## config.mk

```make
export PLATFORM = sky130hd
export DESIGN_NAME = apb_req_master_flat
export DESIGN_NICKNAME = d
export VERILOG_FILES = /design/src/rtl/apb_req_master_if.sv /design/src/rtl/apb_req_master.sv /design/src/flat_wrapper.sv
export SDC_FILE = /design/constraint.sdc
export NUM_CORES = 1
export LEC_CHECK = 0
export ABC_AREA = 1
export CORE_MARGIN = 10
export CORE_UTILIZATION = 25
export DETAILED_ROUTE_END_ITERATION = 10
export HOLD_SLACK_MARGIN = 0.15
export PLACE_DENSITY_LB_ADDON = 0.3
export SETUP_SLACK_MARGIN = 0.15
export SLEW_MARGIN = 20
export SYNTH_ARGS = -nofsm -noshare
export SYNTH_HDL_FRONTEND = slang
export SYNTH_SLANG_ARGS = --single-unit
```

## constraint.sdc

```tcl
create_clock -name PCLK -period 6.9 [get_ports PCLK]
set_input_delay 1.38 -clock PCLK [delete_from_list [all_inputs] [get_ports PCLK]]
set_output_delay 1.38 -clock PCLK [all_outputs]
set_load 0.02 [all_outputs]
```

## src/rtl/apb_req_master_if.sv

```systemverilog
// Command, response and APB completer signals shared by apb_req_master and its neighbours.
interface apb_req_master_if #(
  parameter int unsigned ADDR_WIDTH = 8,
  parameter int unsigned DATA_WIDTH = 32,
  parameter int unsigned STRB_WIDTH = DATA_WIDTH / 8
);
  // command channel
  logic                  cmd_valid;
  logic                  cmd_ready;
  logic [ADDR_WIDTH-1:0] cmd_addr;
  logic                  cmd_write;
  logic [DATA_WIDTH-1:0] cmd_wdata;
  logic [STRB_WIDTH-1:0] cmd_strb;
  // response channel
  logic                  rsp_valid;
  logic                  rsp_ready;
  logic [DATA_WIDTH-1:0] rsp_rdata;
  logic                  rsp_err;
  logic                  rsp_timeout;
  // APB bus
  logic                  PSEL;
  logic                  PENABLE;
  logic                  PWRITE;
  logic [ADDR_WIDTH-1:0] PADDR;
  logic [DATA_WIDTH-1:0] PWDATA;
  logic [STRB_WIDTH-1:0] PSTRB;
  logic                  PREADY;
  logic                  PSLVERR;
  logic [DATA_WIDTH-1:0] PRDATA;

  modport master (
    input  cmd_valid, cmd_addr, cmd_write, cmd_wdata, cmd_strb,
    output cmd_ready,
    output rsp_valid, rsp_rdata, rsp_err, rsp_timeout,
    input  rsp_ready,
    output PSEL, PENABLE, PWRITE, PADDR, PWDATA, PSTRB,
    input  PREADY, PSLVERR, PRDATA
  );

  modport slave (
    output cmd_valid, cmd_addr, cmd_write, cmd_wdata, cmd_strb,
    input  cmd_ready,
    input  rsp_valid, rsp_rdata, rsp_err, rsp_timeout,
    output rsp_ready,
    input  PSEL, PENABLE, PWRITE, PADDR, PWDATA, PSTRB,
    output PREADY, PSLVERR, PRDATA
  );
endinterface

```

## src/rtl/apb_req_master.sv

```systemverilog
// APB requester: turns valid/ready commands into APB SETUP/ACCESS transfers and
// returns one response per command through a 2-entry in-order response FIFO.
module apb_req_master #(
  parameter int unsigned ADDR_WIDTH     = 8,
  parameter int unsigned DATA_WIDTH     = 32,
  parameter int unsigned STRB_WIDTH     = DATA_WIDTH / 8,
  parameter int unsigned TIMEOUT_CYCLES = 16
) (
  input  logic              PCLK,
  input  logic              PRESET,
  apb_req_master_if.master  bus
);

  localparam int unsigned WD_W = (TIMEOUT_CYCLES > 1) ? $clog2(TIMEOUT_CYCLES) : 1;

  typedef enum logic [1:0] {S_IDLE, S_SETUP, S_ACCESS} state_e;

  typedef struct packed {
    logic [DATA_WIDTH-1:0] rdata;
    logic                  err;
    logic                  timeout;
  } rsp_t;

  state_e                state_q, state_d;
  logic                  psel_q, psel_d;
  logic                  penable_q, penable_d;
  logic                  pwrite_q, pwrite_d;
  logic [ADDR_WIDTH-1:0] paddr_q, paddr_d;
  logic [DATA_WIDTH-1:0] pwdata_q, pwdata_d;
  logic [STRB_WIDTH-1:0] pstrb_q, pstrb_d;
  logic [WD_W-1:0]       wdog_q, wdog_d;

  rsp_t                  fifo_q [2];
  logic                  wr_ptr_q, rd_ptr_q;
  logic [1:0]            count_q;

  logic                  xfer_done_c, wd_expire_c, push_c, pop_c, accept_c, cmd_ready_c;
  logic [2:0]            occ_next_c;
  rsp_t                  rsp_in_c;

  // Completion, watchdog expiry, FIFO occupancy and command acceptance.
  always_comb begin
    xfer_done_c = (state_q == S_ACCESS) && bus.PREADY;
    wd_expire_c = (TIMEOUT_CYCLES != 0) && (state_q == S_ACCESS) && !bus.PREADY &&
                  (wdog_q == WD_W'(TIMEOUT_CYCLES - 1));
    push_c      = xfer_done_c || wd_expire_c;
    pop_c       = (count_q != 2'd0) && bus.rsp_ready;
    occ_next_c  = 3'(count_q) + 3'(push_c) - 3'(pop_c);
    cmd_ready_c = ((state_q == S_IDLE) || xfer_done_c) && (occ_next_c < 3'd2) && !PRESET;
    accept_c    = bus.cmd_valid && cmd_ready_c;
    // An aborted transfer reports zero data with both error flags set.
    rsp_in_c.rdata   = (xfer_done_c && !pwrite_q) ? bus.PRDATA : '0;
    rsp_in_c.err     = xfer_done_c ? bus.PSLVERR : 1'b1;
    rsp_in_c.timeout = !xfer_done_c;
  end

  // Next-state and registered APB outputs.
  always_comb begin
    state_d   = state_q;
    pwrite_d  = pwrite_q;
    paddr_d   = paddr_q;
    pwdata_d  = pwdata_q;
    pstrb_d   = pstrb_q;
    wdog_d    = wdog_q;
    case (state_q)
      S_IDLE: begin
        if (accept_c) state_d = S_SETUP;
      end
      S_SETUP: begin
        state_d = S_ACCESS;
      end
      S_ACCESS: begin
        if (xfer_done_c) begin
          state_d = accept_c ? S_SETUP : S_IDLE;
        end else if (wd_expire_c) begin
          state_d = S_IDLE;
        end else begin
          wdog_d = wdog_q + WD_W'(1);
        end
      end
      default: state_d = S_IDLE;
    endcase
    // Command fields are captured only on the acceptance edge.
    if (accept_c) begin
      wdog_d   = '0;
      pwrite_d = bus.cmd_write;
      paddr_d  = bus.cmd_addr;
      pwdata_d = bus.cmd_write ? bus.cmd_wdata : '0;
      pstrb_d  = bus.cmd_write ? bus.cmd_strb  : '0;
    end
    psel_d    = (state_d != S_IDLE);
    penable_d = (state_d == S_ACCESS);
  end

  // FSM and APB output registers.
  always_ff @(posedge PCLK or posedge PRESET) begin
    if (PRESET) begin
      state_q   <= S_IDLE;
      psel_q    <= 1'b0;
      penable_q <= 1'b0;
      pwrite_q  <= 1'b0;
      paddr_q   <= '0;
      pwdata_q  <= '0;
      pstrb_q   <= '0;
      wdog_q    <= '0;
    end else begin
      state_q   <= state_d;
      psel_q    <= psel_d;
      penable_q <= penable_d;
      pwrite_q  <= pwrite_d;
      paddr_q   <= paddr_d;
      pwdata_q  <= pwdata_d;
      pstrb_q   <= pstrb_d;
      wdog_q    <= wdog_d;
    end
  end

  // Response FIFO: two entries, in order; cmd_ready gating keeps pushes off a full FIFO.
  always_ff @(posedge PCLK or posedge PRESET) begin
    if (PRESET) begin
      for (int i = 0; i < 2; i++) fifo_q[i] <= '0;
      wr_ptr_q <= 1'b0;
      rd_ptr_q <= 1'b0;
      count_q  <= 2'd0;
    end else begin
      if (push_c) begin
        fifo_q[wr_ptr_q] <= rsp_in_c;
        wr_ptr_q         <= ~wr_ptr_q;
      end
      if (pop_c) rd_ptr_q <= ~rd_ptr_q;
      count_q <= 2'(occ_next_c);
    end
  end

  assign bus.cmd_ready   = cmd_ready_c;
  assign bus.rsp_valid   = (count_q != 2'd0);
  assign bus.rsp_rdata   = fifo_q[rd_ptr_q].rdata;
  assign bus.rsp_err     = fifo_q[rd_ptr_q].err;
  assign bus.rsp_timeout = fifo_q[rd_ptr_q].timeout;
  assign bus.PSEL        = psel_q;
  assign bus.PENABLE     = penable_q;
  assign bus.PWRITE      = pwrite_q;
  assign bus.PADDR       = paddr_q;
  assign bus.PWDATA      = pwdata_q;
  assign bus.PSTRB       = pstrb_q;

endmodule

```

## src/flat_wrapper.sv

```systemverilog
// flat-port wrapper written by rule: the top's interface ports become plain ports
module apb_req_master_flat 
#(
  parameter int unsigned ADDR_WIDTH     = 8,
  parameter int unsigned DATA_WIDTH     = 32,
  parameter int unsigned STRB_WIDTH     = DATA_WIDTH / 8,
  parameter int unsigned TIMEOUT_CYCLES = 16
)
  (PCLK, PRESET, bus_cmd_valid, bus_cmd_addr, bus_cmd_write, bus_cmd_wdata, bus_cmd_strb, bus_cmd_ready, bus_rsp_valid, bus_rsp_rdata, bus_rsp_err, bus_rsp_timeout, bus_rsp_ready, bus_PSEL, bus_PENABLE, bus_PWRITE, bus_PADDR, bus_PWDATA, bus_PSTRB, bus_PREADY, bus_PSLVERR, bus_PRDATA);
  apb_req_master_if #(.ADDR_WIDTH(ADDR_WIDTH), .DATA_WIDTH(DATA_WIDTH), .STRB_WIDTH(STRB_WIDTH)) bus_i ();
  input  logic PCLK;
  input  logic PRESET;
  input wire logic [$bits(bus_i.cmd_valid)-1:0] bus_cmd_valid;
  input wire logic [$bits(bus_i.cmd_addr)-1:0] bus_cmd_addr;
  input wire logic [$bits(bus_i.cmd_write)-1:0] bus_cmd_write;
  input wire logic [$bits(bus_i.cmd_wdata)-1:0] bus_cmd_wdata;
  input wire logic [$bits(bus_i.cmd_strb)-1:0] bus_cmd_strb;
  output wire logic [$bits(bus_i.cmd_ready)-1:0] bus_cmd_ready;
  output wire logic [$bits(bus_i.rsp_valid)-1:0] bus_rsp_valid;
  output wire logic [$bits(bus_i.rsp_rdata)-1:0] bus_rsp_rdata;
  output wire logic [$bits(bus_i.rsp_err)-1:0] bus_rsp_err;
  output wire logic [$bits(bus_i.rsp_timeout)-1:0] bus_rsp_timeout;
  input wire logic [$bits(bus_i.rsp_ready)-1:0] bus_rsp_ready;
  output wire logic [$bits(bus_i.PSEL)-1:0] bus_PSEL;
  output wire logic [$bits(bus_i.PENABLE)-1:0] bus_PENABLE;
  output wire logic [$bits(bus_i.PWRITE)-1:0] bus_PWRITE;
  output wire logic [$bits(bus_i.PADDR)-1:0] bus_PADDR;
  output wire logic [$bits(bus_i.PWDATA)-1:0] bus_PWDATA;
  output wire logic [$bits(bus_i.PSTRB)-1:0] bus_PSTRB;
  input wire logic [$bits(bus_i.PREADY)-1:0] bus_PREADY;
  input wire logic [$bits(bus_i.PSLVERR)-1:0] bus_PSLVERR;
  input wire logic [$bits(bus_i.PRDATA)-1:0] bus_PRDATA;
  assign bus_i.cmd_valid = bus_cmd_valid;
  assign bus_i.cmd_addr = bus_cmd_addr;
  assign bus_i.cmd_write = bus_cmd_write;
  assign bus_i.cmd_wdata = bus_cmd_wdata;
  assign bus_i.cmd_strb = bus_cmd_strb;
  assign bus_cmd_ready = bus_i.cmd_ready;
  assign bus_rsp_valid = bus_i.rsp_valid;
  assign bus_rsp_rdata = bus_i.rsp_rdata;
  assign bus_rsp_err = bus_i.rsp_err;
  assign bus_rsp_timeout = bus_i.rsp_timeout;
  assign bus_i.rsp_ready = bus_rsp_ready;
  assign bus_PSEL = bus_i.PSEL;
  assign bus_PENABLE = bus_i.PENABLE;
  assign bus_PWRITE = bus_i.PWRITE;
  assign bus_PADDR = bus_i.PADDR;
  assign bus_PWDATA = bus_i.PWDATA;
  assign bus_PSTRB = bus_i.PSTRB;
  assign bus_i.PREADY = bus_PREADY;
  assign bus_i.PSLVERR = bus_PSLVERR;
  assign bus_i.PRDATA = bus_PRDATA;
  apb_req_master #(.ADDR_WIDTH(ADDR_WIDTH), .DATA_WIDTH(DATA_WIDTH), .STRB_WIDTH(STRB_WIDTH), .TIMEOUT_CYCLES(TIMEOUT_CYCLES)) u_core (.PCLK(PCLK), .PRESET(PRESET), .bus(bus_i));
endmodule
```

==> results.py <==
metrics = {
    "cells_and_area": {
        "fillers": 2198,
        "num_antenna_cells": 0,
        "nets": 876,
        "drive_gt1_share_pct": 7.24,
        "final_area_um2": 7950,
        "area_growth_pct": 45.8,
    },
    "sta": {
        "fmax_mhz": 188,
        "slew_headroom_pct": 49.8,
        "period_share_pct": 77.0,
        "setup_violations": 0,
        "setup_tns_ps": 0,
        "rsz0062_at_grt": "false",
        "timing.final.ws_setup_ps": 1590,
        "period_needed_ps": 5310,
        "hold_violations": 0,
        "clock_skew_ps": 6.42,
        "slew_viol_final": 0,
        "tightest_slew_ps": 753,
        "hold-worst-slack_ps": 479,
    },
    "synthesis": {
        "yosys_warnings": 0,
        "yosysUniqueCellTypes": 24,
        "yosysSeqAreaShare_pct": 57.4,
        "synth.area.top_cells": "dfrtp_1 (57%), nand2_1 (20%), o21ai_1 (4.8%), o21ai_0 (4.0%), nand3_1 (3.6%)",
        "synthesis.area_um2": 5450,
        "synth_top_area_share_pct": 57.4,
        "syn-num-nets": 725,
        "netlist_instances": 638,
        "synth_top_area_cell": "dfrtp_1",
        "synth-seq-cells": 125,
        "synth.avg_cell_area_um2": 8.54,
    },
    "clocking": {
        "clock-sinks": 125,
        "cts_hold_buf": 0,
        "cts_root_buf": "clkbuf_16",
        "cts.htree.levels": 4,
        "clkTransAtPathRegs_ps": 60,
        "clk_latency_ps": 410,
        "clk_path_buf_depth": 2,
        "cts_buffers": 17,
        "cts_resized": 0,
        "tritoncts": "yes",
        "cts_setup_buffers": 0,
    },
    "floorplan": {
        "rows": 53,
        "die_w_um": 168,
        "ioPinCount": 166,
        "dieArea_um2": 28100,
        "die_h_um": 168,
        "start_util_pct": 25.7,
        "core_um2": 21200,
    },
    "grt": {
        "overflow": 0,
        "grt_pass1_wl_mm": 26.1,
        "antenna_found_initial": 0,
        "grt_usage_pct": 11.4,
        "grt_max_degree": 86,
        "grt_pass1_vias": 4866,
    },
    "routing": {
        "drc_errors": 0,
        "viasPerCell": 4.25,
        "ant_nets": 0,
        "wire_per_inst_um": 14.6,
        "vias": 4573,
        "wl_mm": 15.7,
        "drt_iter0_drc": 237,
        "dr.pass1.iters": 4,
    },
    "setup_path": {
        "startpoint_type": "input pin",
        "worstPathRequired_ps": 5520,
        "worstSetupPathType": "in2out",
        "critPathMaxFanout": 6,
        "cp.arrival_ps": 3930,
        "critPathCaptureType": "output port",
        "ff2ff_path_depth": 15,
    },
    "run": {
        "maxCapViolCount": 0,
    },
    "worst_hold_path": {
        "worstHoldPathType": "reg2reg",
        "min_path_cells": 2,
    },
    "power_and_ir_drop": {
        "vdd_ir_drop_max_mv": 0.179,
        "p_leak_nw": 3.57,
        "powerDensity_nw_per_um2": 443,
    },
    "placement": {
        "gp_congestion": 0.743,
        "post-place-ws_ps": 1570,
        "dpl.hpwl_mm": 10.6,
        "post_dp_cell_area_um2": 7280,
        "port_buffers": 165,
    },
    "status": {
        "status": "complete, no violations",
    },
}
[metal layers]
layer  part of all wire [%]  vias up  GRT usage [%]  wire (µm)
met4                    1.3        0           4.47        197
li1                       -     2337              -          -
met3                     11       11           6.23       1770
met1                     44     2084           13.2       6830
met2                     44      141           17.5       6890
met5                      0        -              0          0
[flip-flops by register name, indices dropped and copies added, names as in the netlist, 2 cells and up]
signal             count
u_core.fifo_q         68
u_core.bus.PWDATA     32
u_core.count_q         2
u_core.bus.PSTRB       4
u_core.bus.PADDR       8
u_core.state_q         2
u_core.wdog_q          4
[synthesized netlist by cell type (all sizes together)]
cell type  instances
nand2            290
dfrtp            125
o21ai            104
nand3             39
buf               21
clkbuf            20
inv               17
nor2               7
ha                 3
xor2               3
a21oi              2
clkinv             2
or2                2
fa                 1
nand4              1
xnor2              1
[where the power goes]
group	internal (W)	total [W]	leakage (nW)	switching (W)
combinational	0.000570	0.00137	1.59	0.000796
clock	0.000677	0.00102	0.316	0.000338
sequential	0.000994	0.00114	1.67	0.000145
total	0.00224	0.00352	3.57	0.00128
[logic make-up after synthesis]
| family | share of synthesized area [%] |
|---|---|
| AO/OA/AOI/OAI | 10.5 |
| AND/OR/NAND/NOR | 24.8 |
| buffers and inverters | 5.62 |
| adder cells (fa/ha/maj) | 1.06 |
| flip-flops | 57.4 |
| XOR/XNOR | 0.643 |
[final timing paths]
| check | startpoint | end | slack (ps) |
|---|---|---|---|
| hold / removal | u_core.fifo_q[35] | u_core.fifo_q[35] | 480 |
| max in group asynchronous | PRESET | u_core.wdog_q[1] | 4620 |
| setup / recovery | bus_PREADY | bus_cmd_ready | 1590 |
| hold reg to reg | u_core.fifo_q[35] | u_core.fifo_q[35] | 480 |
| setup reg to reg | u_core.count_q[1] | u_core.bus.PADDR[4] | 3600 |
| min in group asynchronous | PRESET | u_core.bus.PWDATA[14] | 1290 |
[stage by stage]
| stage | util, % | power, W | std cells |
|---|---|---|---|
| 2_1_floorplan | - | 0.00192 | 638 |
| 3_3_place_gp | 34.3 | 0.00254 | 1045 |
| 3_5_place_dp | 34.3 | 0.00255 | 1045 |
| 4_1_cts | 37.4 | 0.00359 | 1076 |
| 5_1_grt | 37.4 | 0.00379 | 1076 |
| 6_report | 37.4 | 0.00352 | 1076 |
[cells in the final DEF (no fill, tap or decap)]
cell	netlist	final
clkinv_4	0	3
nand4_1	1	1
nor2_4	1	1
inv_2	3	3
inv_1	14	13
o21ai_0	44	44
dfrtp_1	125	125
inv_4	0	1
inv_6	0	1
nand3_2	0	1
fa_1	1	1
nand3_1	39	38
clkinv_2	0	1
clkinvlp_4	0	3
a21oi_1	1	1
o21ai_1	52	52
ha_1	3	3
clkinv_1	2	2
o21ai_2	8	8
nand2_1	288	288
xnor2_1	1	1
bufinv_16	0	6
xor2_1	3	3
or2_2	2	2
buf_4	0	8
clkdlybuf4s50_1	0	165
a21oi_4	1	1
nor2_1	6	6
nand2_4	2	2
clkbuf_16	0	17
[critical path: stages]
cell and delay [ps]:
clkdlybuf4s50_1 500, inv_2 80, a21oi_4 280, ha_1 200, inv_1 50, fa_1 510, nand2_1 60, nor2_1 160
nand2_1 70, inv_1 50, clkdlybuf4s50_1 590
[area by class of cell]
type                    instances  area, µm²  share of cell area [%]
flip-flops and latches        125       3130                    39.4
repair buffers                173       1710                    21.5
clock buffers                  17        425                    5.35
multi-input cells             453       2020                    25.4
well taps                     275        344                    4.33
clock inverters                14        243                    3.05
inverters                      19       73.8                   0.929
(Power assumes the default switching activity.)
